`src/rtl/butterfly_lsu.sv`:
```
// Load/store unit between MEM and the data-memory bus: lane steering, strobes, load extension,
// valid/ready bus handshake with watchdog. Define LSU_MISALIGN_EXC_EN to trap misaligned accesses.
module butterfly_lsu #(
  parameter int ADDR_W  = 32,
  parameter int RD_W    = 5,
  parameter int TIMEOUT = 64
) (
  input  logic              clk_i,
  input  logic              rst_n_i,
  input  logic              req_valid_i,
  output logic              req_ready_o,
  input  logic              req_we_i,
  input  logic [1:0]        req_size_i,
  input  logic              req_unsigned_i,
  input  logic [ADDR_W-1:0] req_addr_i,
  input  logic [31:0]       req_wdata_i,
  input  logic [RD_W-1:0]   req_rd_i,
  output logic              rsp_valid_o,
  output logic [31:0]       rsp_rdata_o,
  output logic [RD_W-1:0]   rsp_rd_o,
  output logic [1:0]        rsp_err_o,
  output logic              dmem_valid_o,
  output logic              dmem_we_o,
  output logic [ADDR_W-1:0] dmem_addr_o,
  output logic [31:0]       dmem_wdata_o,
  output logic [3:0]        dmem_wstrb_o,
  input  logic [31:0]       dmem_rdata_i,
  input  logic              dmem_ready_i
);

  typedef enum logic [1:0] {S_IDLE, S_BUS, S_RESP} state_e;

  localparam int CW = (TIMEOUT > 1) ? $clog2(TIMEOUT + 1) : 1;
  localparam logic [CW-1:0] TO_VAL = CW'(TIMEOUT);

  localparam logic [1:0] ERR_OK  = 2'b00;
  localparam logic [1:0] ERR_MIS = 2'b01;
  localparam logic [1:0] ERR_TO  = 2'b10;

  state_e              state_q, state_d;
  logic                we_q, we_d;
  logic [1:0]          size_q, size_d;
  logic                uns_q, uns_d;
  logic [1:0]          off_q, off_d;
  logic [ADDR_W-1:0]   addr_q, addr_d;
  logic [31:0]         wdata_q, wdata_d;
  logic [3:0]          wstrb_q, wstrb_d;
  logic [RD_W-1:0]     rd_q, rd_d;
  logic [31:0]         rdata_q, rdata_d;
  logic [1:0]          err_q, err_d;
  logic [CW-1:0]       cnt_q, cnt_d;

  // Request decode: size 11 collapses to word, lane offset follows the access size
  logic [1:0]  eff_size;
  logic [1:0]  eff_off;
  logic [3:0]  strb_c;
  logic [31:0] wdata_c;
  logic        misal;

  always_comb begin
    eff_size = (req_size_i == 2'b11) ? 2'b10 : req_size_i;
    eff_off  = 2'b00;
    strb_c   = 4'b1111;
    wdata_c  = req_wdata_i;
    case (eff_size)
      2'b00: begin
        eff_off = req_addr_i[1:0];
        strb_c  = 4'b0001 << eff_off;
        wdata_c = {4{req_wdata_i[7:0]}};
      end
      2'b01: begin
        eff_off = {req_addr_i[1], 1'b0};
        strb_c  = 4'b0011 << eff_off;
        wdata_c = {2{req_wdata_i[15:0]}};
      end
      default: ;
    endcase
    if (!req_we_i) strb_c = 4'b0000;
  end

`ifdef LSU_MISALIGN_EXC_EN
  assign misal = (req_size_i == 2'b11) ||
                 (req_size_i == 2'b01 && req_addr_i[0]) ||
                 (req_size_i == 2'b10 && req_addr_i[1:0] != 2'b00);
`else
  assign misal = 1'b0;
`endif

  // Load alignment and extension from the live bus word
  logic [31:0] shifted;
  logic [31:0] load_c;

  always_comb begin
    shifted = dmem_rdata_i >> {off_q, 3'b000};
    case (size_q)
      2'b00:   load_c = uns_q ? {24'h0, shifted[7:0]}  : {{24{shifted[7]}}, shifted[7:0]};
      2'b01:   load_c = uns_q ? {16'h0, shifted[15:0]} : {{16{shifted[15]}}, shifted[15:0]};
      default: load_c = dmem_rdata_i;
    endcase
  end

  logic to_hit;
  assign to_hit = (TIMEOUT > 0) && (cnt_q == TO_VAL);

  always_comb begin
    state_d = state_q;
    we_d    = we_q;
    size_d  = size_q;
    uns_d   = uns_q;
    off_d   = off_q;
    addr_d  = addr_q;
    wdata_d = wdata_q;
    wstrb_d = wstrb_q;
    rd_d    = rd_q;
    rdata_d = rdata_q;
    err_d   = err_q;
    cnt_d   = cnt_q;
    case (state_q)
      S_IDLE: begin
        if (req_valid_i) begin
          we_d    = req_we_i;
          size_d  = eff_size;
          uns_d   = req_unsigned_i;
          off_d   = eff_off;
          addr_d  = {req_addr_i[ADDR_W-1:2], 2'b00};
          wdata_d = wdata_c;
          wstrb_d = strb_c;
          rd_d    = req_rd_i;
          rdata_d = 32'h0;
          if (misal) begin
            err_d   = ERR_MIS;
            state_d = S_RESP;
          end else begin
            err_d   = ERR_OK;
            cnt_d   = (TIMEOUT > 0) ? CW'(1) : '0;
            state_d = S_BUS;
          end
        end
      end
      S_BUS: begin
        // Ready in the final watchdog cycle still counts as success
        if (dmem_ready_i) begin
          rdata_d = we_q ? 32'h0 : load_c;
          err_d   = ERR_OK;
          state_d = S_RESP;
        end else if (to_hit) begin
          rdata_d = 32'h0;
          err_d   = ERR_TO;
          state_d = S_RESP;
        end else if (TIMEOUT > 0) begin
          cnt_d = cnt_q + CW'(1);
        end
      end
      S_RESP: begin
        cnt_d   = '0;
        state_d = S_IDLE;
      end
      default: state_d = S_IDLE;
    endcase
  end

  always_ff @(posedge clk_i or negedge rst_n_i) begin
    if (!rst_n_i) begin
      state_q <= S_IDLE;
      we_q    <= 1'b0;
      size_q  <= 2'b00;
      uns_q   <= 1'b0;
      off_q   <= 2'b00;
      addr_q  <= '0;
      wdata_q <= 32'h0;
      wstrb_q <= 4'h0;
      rd_q    <= '0;
      rdata_q <= 32'h0;
      err_q   <= 2'b00;
      cnt_q   <= '0;
    end else begin
      state_q <= state_d;
      we_q    <= we_d;
      size_q  <= size_d;
      uns_q   <= uns_d;
      off_q   <= off_d;
      addr_q  <= addr_d;
      wdata_q <= wdata_d;
      wstrb_q <= wstrb_d;
      rd_q    <= rd_d;
      rdata_q <= rdata_d;
      err_q   <= err_d;
      cnt_q   <= cnt_d;
    end
  end

  logic in_bus, in_rsp;
  assign in_bus = (state_q == S_BUS);
  assign in_rsp = (state_q == S_RESP);

  assign req_ready_o  = (state_q == S_IDLE);
  assign dmem_valid_o = in_bus;
  assign dmem_we_o    = in_bus & we_q;
  assign dmem_addr_o  = in_bus ? addr_q  : '0;
  assign dmem_wdata_o = in_bus ? wdata_q : 32'h0;
  assign dmem_wstrb_o = in_bus ? wstrb_q : 4'h0;
  assign rsp_valid_o  = in_rsp;
  assign rsp_rdata_o  = in_rsp ? rdata_q : 32'h0;
  assign rsp_rd_o     = in_rsp ? rd_q    : '0;
  assign rsp_err_o    = in_rsp ? err_q   : 2'b00;

endmodule

```
`config.mk`:
```
export PLATFORM = sky130hd
export DESIGN_NAME = butterfly_lsu
export DESIGN_NICKNAME = d
export VERILOG_FILES = /design/src/rtl/butterfly_lsu.sv
export SDC_FILE = /design/constraint.sdc
export NUM_CORES = 1
export LEC_CHECK = 0
export CAP_MARGIN = 40
export CORE_MARGIN = 2
export CORE_UTILIZATION = 49
export DETAILED_ROUTE_END_ITERATION = 6
export PLACE_DENSITY = 0.89
export SLEW_MARGIN = 30
export SYNTH_ARGS = -nofsm -noshare
export SYNTH_HDL_FRONTEND = slang
export SYNTH_SLANG_ARGS = --single-unit
export TNS_END_PERCENT = 20
```
`constraint.sdc`:
```
create_clock -name clk_i -period 5.6 [get_ports clk_i]
set_clock_uncertainty 0.05 [all_clocks]
set_input_delay 1.12 -clock clk_i [delete_from_list [all_inputs] [get_ports clk_i]]
set_output_delay 1.12 -clock clk_i [all_outputs]
set_load 0.1 [all_outputs]
```
==> results.json, run 1 <==
{
  "status": "finished clean",
  "synth-edff-count": 0,
  "drv_slew": 0,
  "ctsResizeCount": 0,
  "cap_violations": 0,
  "io_buffers": 216,
  "cts_tree": "done",
  "fill_cells": 564,
  "synth_ff_type": "dfrtp_1",
  "place_congestion": 0.850,
  "post-route-min-period_ns": 3.94,
  "r2r_start": "state_q[1]",
  "area_delta_synth_final_pct": 73.6,
  "routed_via_density": 5.80,
  "grt_max_degree": 106,
  "clockRootBuffer": "clkbuf_16",
  "initial_core_util_pct": 50.0,
  "die_area_mm2": 0.0137,
  "min_path_type": "register to register",
  "path_class": "register to output port",
  "avgRoutedWirePerCell_um": 22.7,
  "syn_area_per_cell_um2": 10.4,
  "die_x_um": 117,
  "p_leak_nw": 4.72,
  "grt_overflow": 0,
  "routed_wl_mm": 24.7,
  "vias": 6320,
  "cts.sinks": 119,
  "finalCritPeriodShare_pct": 70.3,
  "slew-limit-headroom_pct": 43.8,
  "track_usage_pct": 37.5,
  "antenna_found_initial": 0,
  "yosysTopAreaCell": "dfrtp_1",
  "setup_viol": 0,
  "drc_errors": 0,
  "first_global_vias": 6750,
  "min_to": "rdata_q[0]",
  "crit_arrival_ns": 2.77,
  "clock.fmax_mhz": 254,
  "ff2ff_path_depth": 6,
  "yosys.area.top_type_share_pct": 47.6,
  "final.setup.tns_ns": 0,
  "post_cts_buffers": 0,
  "drive_above_1_share_pct": 22.2,
  "cp.required_ns": 4.43,
  "hp-start": "rdata_q[0]",
  "holdBufCountCts": 0,
  "dr.pass1.iters": 7,
  "reg2reg_to": "rdata_q[16]",
  "yosysWarnings": 0,
  "multi_input_area_mm2": 0.00307,
  "fin_ws_ns": 1.66,
  "r2r_slack_ns": 2.69,
  "fin_nets": 1019,
  "async_reset_ff_share_pct": 100,
  "worstSetupStartpointType": "register",
  "synthesis.area_mm2": 0.00626,
  "yosys_register_bits": 119,
  "dp_slack_ns": 2.07,
  "ant_nets": 0,
  "cts_buffers": 17,
  "htree_num_levels": 4,
  "utilization_pct": 86.8,
  "ys_seq_area_share_pct": 47.6,
  "row_count": 41,
  "clkTransAtPathRegs_ns": 0.06,
  "hold_viol": 0,
  "clk_path_buf_depth": 2,
  "rsz0062_at_grt": "false",
  "core_mm2": 0.0125,
  "critPathMaxFanout": 80,
  "clkLatencyLatePin_ns": 0.43,
  "vdd.ir_drop.worst_uv": 532,
  "holdPathStages": 1,
  "worstSetupStartpoint": "state_q[1]",
  "synth_cell_types": 45,
  "ff_latch_area_mm2": 0.00298,
  "crit_path_end_kind": "output port",
  "drt_iter0_drc": 605,
  "synth_area_leaders": "dfrtp_1 (48%), and2_1 (11%), mux2_2 (8.6%)",
  "power_density_mw_per_mm2": 620,
  "worstMarginPinSlew_ns": 0.837,
  "dp_hpwl_mm": 16.2,
  "netlist_instances": 601,
  "chipHeight_um": 117,
  "grt_pass1_wl_mm": 37.6,
  "io_pins": 220
}
==> layout by cell type, fill, tap and decap left out, types with 2 or more instances in the layout <==
| cell | synthesis | layout |
|---|---|---|
| o2bb2ai_1 | 7 | 7 |
| buf_8 | 0 | 97 |
| clkinv_4 | 0 | 6 |
| nand2b_1 | 5 | 5 |
| and3_1 | 3 | 3 |
| o21ai_0 | 40 | 40 |
| dfrtp_1 | 119 | 119 |
| clkinvlp_4 | 0 | 3 |
| and2_1 | 112 | 112 |
| conb_1 | 1 | 3 |
| nor2_1 | 29 | 29 |
| a21oi_1 | 12 | 12 |
| o31ai_1 | 9 | 9 |
| buf_16 | 0 | 12 |
| nand3b_1 | 4 | 4 |
| nand2_1 | 48 | 47 |
| ha_1 | 7 | 6 |
| o211ai_1 | 5 | 5 |
| buf_4 | 4 | 3 |
| nand3_1 | 7 | 7 |
| inv_1 | 9 | 9 |
| a22o_1 | 2 | 2 |
| bufinv_16 | 0 | 2 |
| a221o_1 | 23 | 23 |
| mux2_2 | 48 | 48 |
| mux2i_1 | 32 | 32 |
| clkbuf_16 | 0 | 17 |
| nor2b_1 | 5 | 5 |
| a2bb2oi_1 | 7 | 7 |
| clkdlybuf4s50_1 | 0 | 214 |
| nor3_1 | 2 | 2 |
| inv_6 | 0 | 3 |
| o41ai_1 | 2 | 2 |
==> cells by family after synthesis <==
| logic type | after synthesis | synth area share [%] |
|---|---|---|
| mux | 81 | 14.1 |
| buf+inv | 56 | 3.94 |
| simple gates | 222 | 19.4 |
| compound gates | 115 | 13.4 |
| other cells | 1 | 0.0599 |
| flops | 119 | 47.6 |
| fa+ha+maj | 7 | 1.40 |
==> cell usage after synthesis (2+ instances only) <==
cell type / count
buf_1: 4
a2bb2oi_1: 7
dfrtp_1: 119
nand3_1: 7
a21oi_1: 12
nand3b_1: 4
mux2_2: 48
a22o_1: 2
o211ai_1: 5
and3_1: 3
buf_2: 5
nor2b_1: 5
clkbuf_1: 32
nor3_1: 2
nand2_1: 48
nand2b_1: 5
ha_1: 7
a221o_1: 23
o41ai_1: 2
and2_1: 112
inv_1: 9
mux2i_1: 32
o21ai_0: 40
o2bb2ai_1: 7
o31ai_1: 9
buf_6: 2
nor2_1: 29
buf_4: 4
==> state kept, by name, indices dropped and copies added (netlist names) <==
signal and cells:
addr_q 30, rdata_q 32, wstrb_q 4, err_q 1, off_q 2, state_q 2
cnt_q 7, wdata_q 32, we_q 1, rd_q 5, size_q 2, uns_q 1
==> per-stage QoR <==
stage,cell area [um^2],power [W],hold slack [ns],cells
4_1_cts,10800,0.00668,0.435,1086
3_3_place_gp,8460,0.00456,0.405,947
6_report,10900,0.00673,0.437,1089
2_1_floorplan,6260,0.00392,0.391,603
5_1_grt,10900,0.00694,0.456,1088
3_5_place_dp,10200,0.00547,0.421,1054
==> layout make-up <==
| class | count | share of cell area (%) |
|---|---|---|
| clock inverter | 15 | 1.59 |
| sequential | 119 | 27.4 |
| multi-input combinational | 428 | 28.2 |
| inverter | 9 | 0.311 |
| tap | 172 | 1.98 |
| timing repair buffer | 328 | 36.5 |
| antenna | 1 | 0.0230 |
| clock buffer | 17 | 3.92 |
==> per-layer routing <==
layer  up-vias  wire, um  track usage [%]
met1      3037      8630             40.4
met3       126      2190             10.8
met2       462     12500             65.9
met5         -         0                0
li1       2695         -                -
met4         0      1420             21.9
==> power by group <==
group          internal (W)  total, W  switching [W]  leakage, nW
Clock              0.000665   0.00112       0.000454        0.283
Sequential          0.00124   0.00158       0.000337         1.50
Combinational       0.00152   0.00403        0.00251         2.94
==> worst max path at each step <==
stage                      end  slack, ns  cells past startpoint
6_report       dmem_wstrb_o[1]       1.66                      5
5_1_grt        dmem_wstrb_o[1]       1.59                      5
4_1_cts        dmem_wdata_o[7]       1.73                      5
3_5_place_dp       rdata_q[29]       2.07                      5
3_3_place_gp   dmem_wstrb_o[1]       1.58                      4
2_1_floorplan   dmem_addr_o[2]       1.67                      5
==> worst max-delay path: stages (launching register included) <==
cell and delay [ns]:
dfrtp_1 0.42, inv_1 0.18, ha_4 0.63, and2_1 0.28, clkdlybuf4s50_1 0.58, buf_16 0.19
Power figures use the tool's default switching activity.
==> run 2, diff against run 1 <==
--- a/config.mk
+++ b/config.mk
@@ -7,9 +7,9 @@
 export LEC_CHECK = 0
 export CAP_MARGIN = 40
 export CORE_MARGIN = 2
-export CORE_UTILIZATION = 49
+export CORE_UTILIZATION = 46
 export DETAILED_ROUTE_END_ITERATION = 6
-export PLACE_DENSITY = 0.89
+export PLACE_DENSITY = 0.84
 export SLEW_MARGIN = 30
 export SYNTH_ARGS = -nofsm -noshare
 export SYNTH_HDL_FRONTEND = slang
==> constraint.sdc (replaced) <==
create_clock -name clk_i -period 3.8 [get_ports clk_i]
set_clock_uncertainty 0.05 [all_clocks]
set_input_delay 0.76 -clock clk_i [delete_from_list [all_inputs] [get_ports clk_i]]
set_output_delay 0.76 -clock clk_i [all_outputs]
set_load 0.1 [all_outputs]
==> results.json, run 2 (same netlist as run 1, synthesis figures left out) <==
{
  "drv_slew": 0,
  "initial_core_util_pct": 47.2,
  "grt_pass1_wl_mm": 27.8,
  "dp_hpwl_mm": 12.7,
  "track_usage_pct": 24.6,
  "ctsResizeCount": 0,
  "sw_frac_of_total_pct": 51.3,
  "holdBufCountCts": 0,
  "crit_path_end_kind": "output port",
  "rsz0062_at_grt": "false",
  "diodes": 0,
  "cts_buffers": 17,
  "slew-limit-headroom_pct": 45.1,
  "finalCritPeriodShare_pct": 79.8,
  "p_sw_w": 0.00422,
  "core_mm2": 0.0132,
  "antenna_found_initial": 0,
  "routed_wl_mm": 17.4,
  "p_seq_share_pct": 27.0,
  "area_delta_synth_final_pct": 40.4,
  "worstMarginPinSlew_ns": 0.824,
  "power_density_mw_per_mm2": 936,
  "layout_common_cells": "dfrtp_1 (119), buf_4 (115), and2_1 (112)",
  "p_int_w": 0.00400,
  "row_count": 42,
  "clock.fmax_mhz": 330,
  "avgRoutedWirePerCell_um": 17.6,
  "final.setup.tns_ns": 0,
  "critPathMaxFanout": 54,
  "clk_path_buf_depth": 2,
  "grt_max_degree": 55,
  "routed_via_density": 5.38,
  "worstSetupStartpointType": "register",
  "p_leak_nw": 4.09,
  "vias": 5319,
  "final_common_cell": "dfrtp_1",
  "dr.pass1.iters": 5,
  "cts_tree": "done",
  "instances_no_fill": 988,
  "crit_arrival_ns": 2.22,
  "grt_overflow": 0,
  "reg_top3": "rdata_q x32, wdata_q x32, addr_q x30",
  "vdd.ir_drop.worst_uv": 919,
  "post-route-min-period_ns": 3.03,
  "io_pins": 220,
  "drt_iter0_drc": 373,
  "first_global_vias": 5468,
  "drive_above_1_share_pct": 24.5,
  "post_cts_buffers": 0,
  "cts.sinks": 119,
  "fin_nets": 916,
  "ant_nets": 0,
  "min_path_type": "input pin to async pin",
  "setup_viol": 0,
  "drc_errors": 0,
  "chipHeight_um": 121,
  "path_class": "register to output port",
  "p_comb_share_pct": 55.9,
  "htree_num_levels": 4,
  "hold_viol": 0,
  "clockRootBuffer": "clkbuf_16",
  "die_x_um": 121,
  "cp.required_ns": 2.99,
  "status": "finished clean",
  "dp.cells": 956,
  "die_area_mm2": 0.0145,
  "clkLatencyLatePin_ns": 0.41,
  "clkTransAtPathRegs_ns": 0.05,
  "place_congestion": 0.846,
  "power.share.clock_pct": 17.1,
  "cap_violations": 0,
  "io_buffers": 216
}
[run 2: changes by cell type in the layout (fill, tap and decap cells not counted), moves of 2 or more]
cell and change:
buf_4 +112, clkdlybuf4s50_1 -107, buf_8 -96, buf_16 -12, clkbuf_1 +7, clkinv_4 -6, clkinv_2 +4, clkbuf_8 +3
clkinvlp_4 -3, inv_6 -3, buf_12 +2, bufinv_16 -2
[run 2: per-layer routing]
metal	global-route usage, %	vias to the layer above	wire length [um]
met5	0	-	0
met4	12.0	0	660
met3	9.29	45	1640
met2	37.9	238	7920
met1	30.3	2548	7220
li1	-	2488	-
[run 2: critical path, stage by stage, from the launching register on]
cell	delay [ns]
dfrtp_1	0.41
inv_1	0.13
ha_2	0.46
buf_12	0.28
and2_1	0.20
buf_4	0.30
[run 2: final timing paths]
check	start	endpoint	slack [ns]	cells past startpoint
min reg2reg	wdata_q[28]	wdata_q[28]	0.42	2
max in group asynchronous	rst_n_i	addr_q[24]	2.45	2
min in group clk_i	wdata_q[28]	wdata_q[28]	0.42	2
min	rst_n_i	rdata_q[0]	0.32	1
max reg2reg	state_q[1]	rdata_q[24]	0.92	7
max	state_q[1]	dmem_wdata_o[7]	0.77	5
[run 2: area by class of cell]
class / count / area, um^2
sequential: 119 / 2980
tap: 176 / 220
clock inverter: 4 / 20.0
timing repair buffer: 225 / 1990
clock buffer: 27 / 493
inverter: 9 / 33.8
fill: 1031 / 4460
multi-input combinational: 428 / 3050
[run 2: power by group through the flow]
stage	Clock (W)	Combinational, W	Sequential (W)
2_1_floorplan	0	0.00374	0.00203
3_3_place_gp	0	0.00448	0.00219
3_5_place_dp	0	0.00458	0.00222
4_1_cts	0.00143	0.00459	0.00221
5_1_grt	0.00149	0.00483	0.00229
6_report	0.00141	0.00459	0.00222
[run 2: through the flow]
stage / setup slack [ns] / util, % / cell area (um^2) / total power, W / hold slack (ns)
2_1_floorplan: 0.234 / - / 6260 / 0.00577 / 0.391
3_3_place_gp: 0.838 / 62.2 / 8240 / 0.00666 / 0.406
3_5_place_dp: 0.715 / 62.3 / 8260 / 0.00680 / 0.417
4_1_cts: 0.734 / 66.2 / 8770 / 0.00824 / 0.326
5_1_grt: 0.603 / 66.3 / 8780 / 0.00861 / 0.363
6_report: 0.768 / 66.3 / 8780 / 0.00822 / 0.321
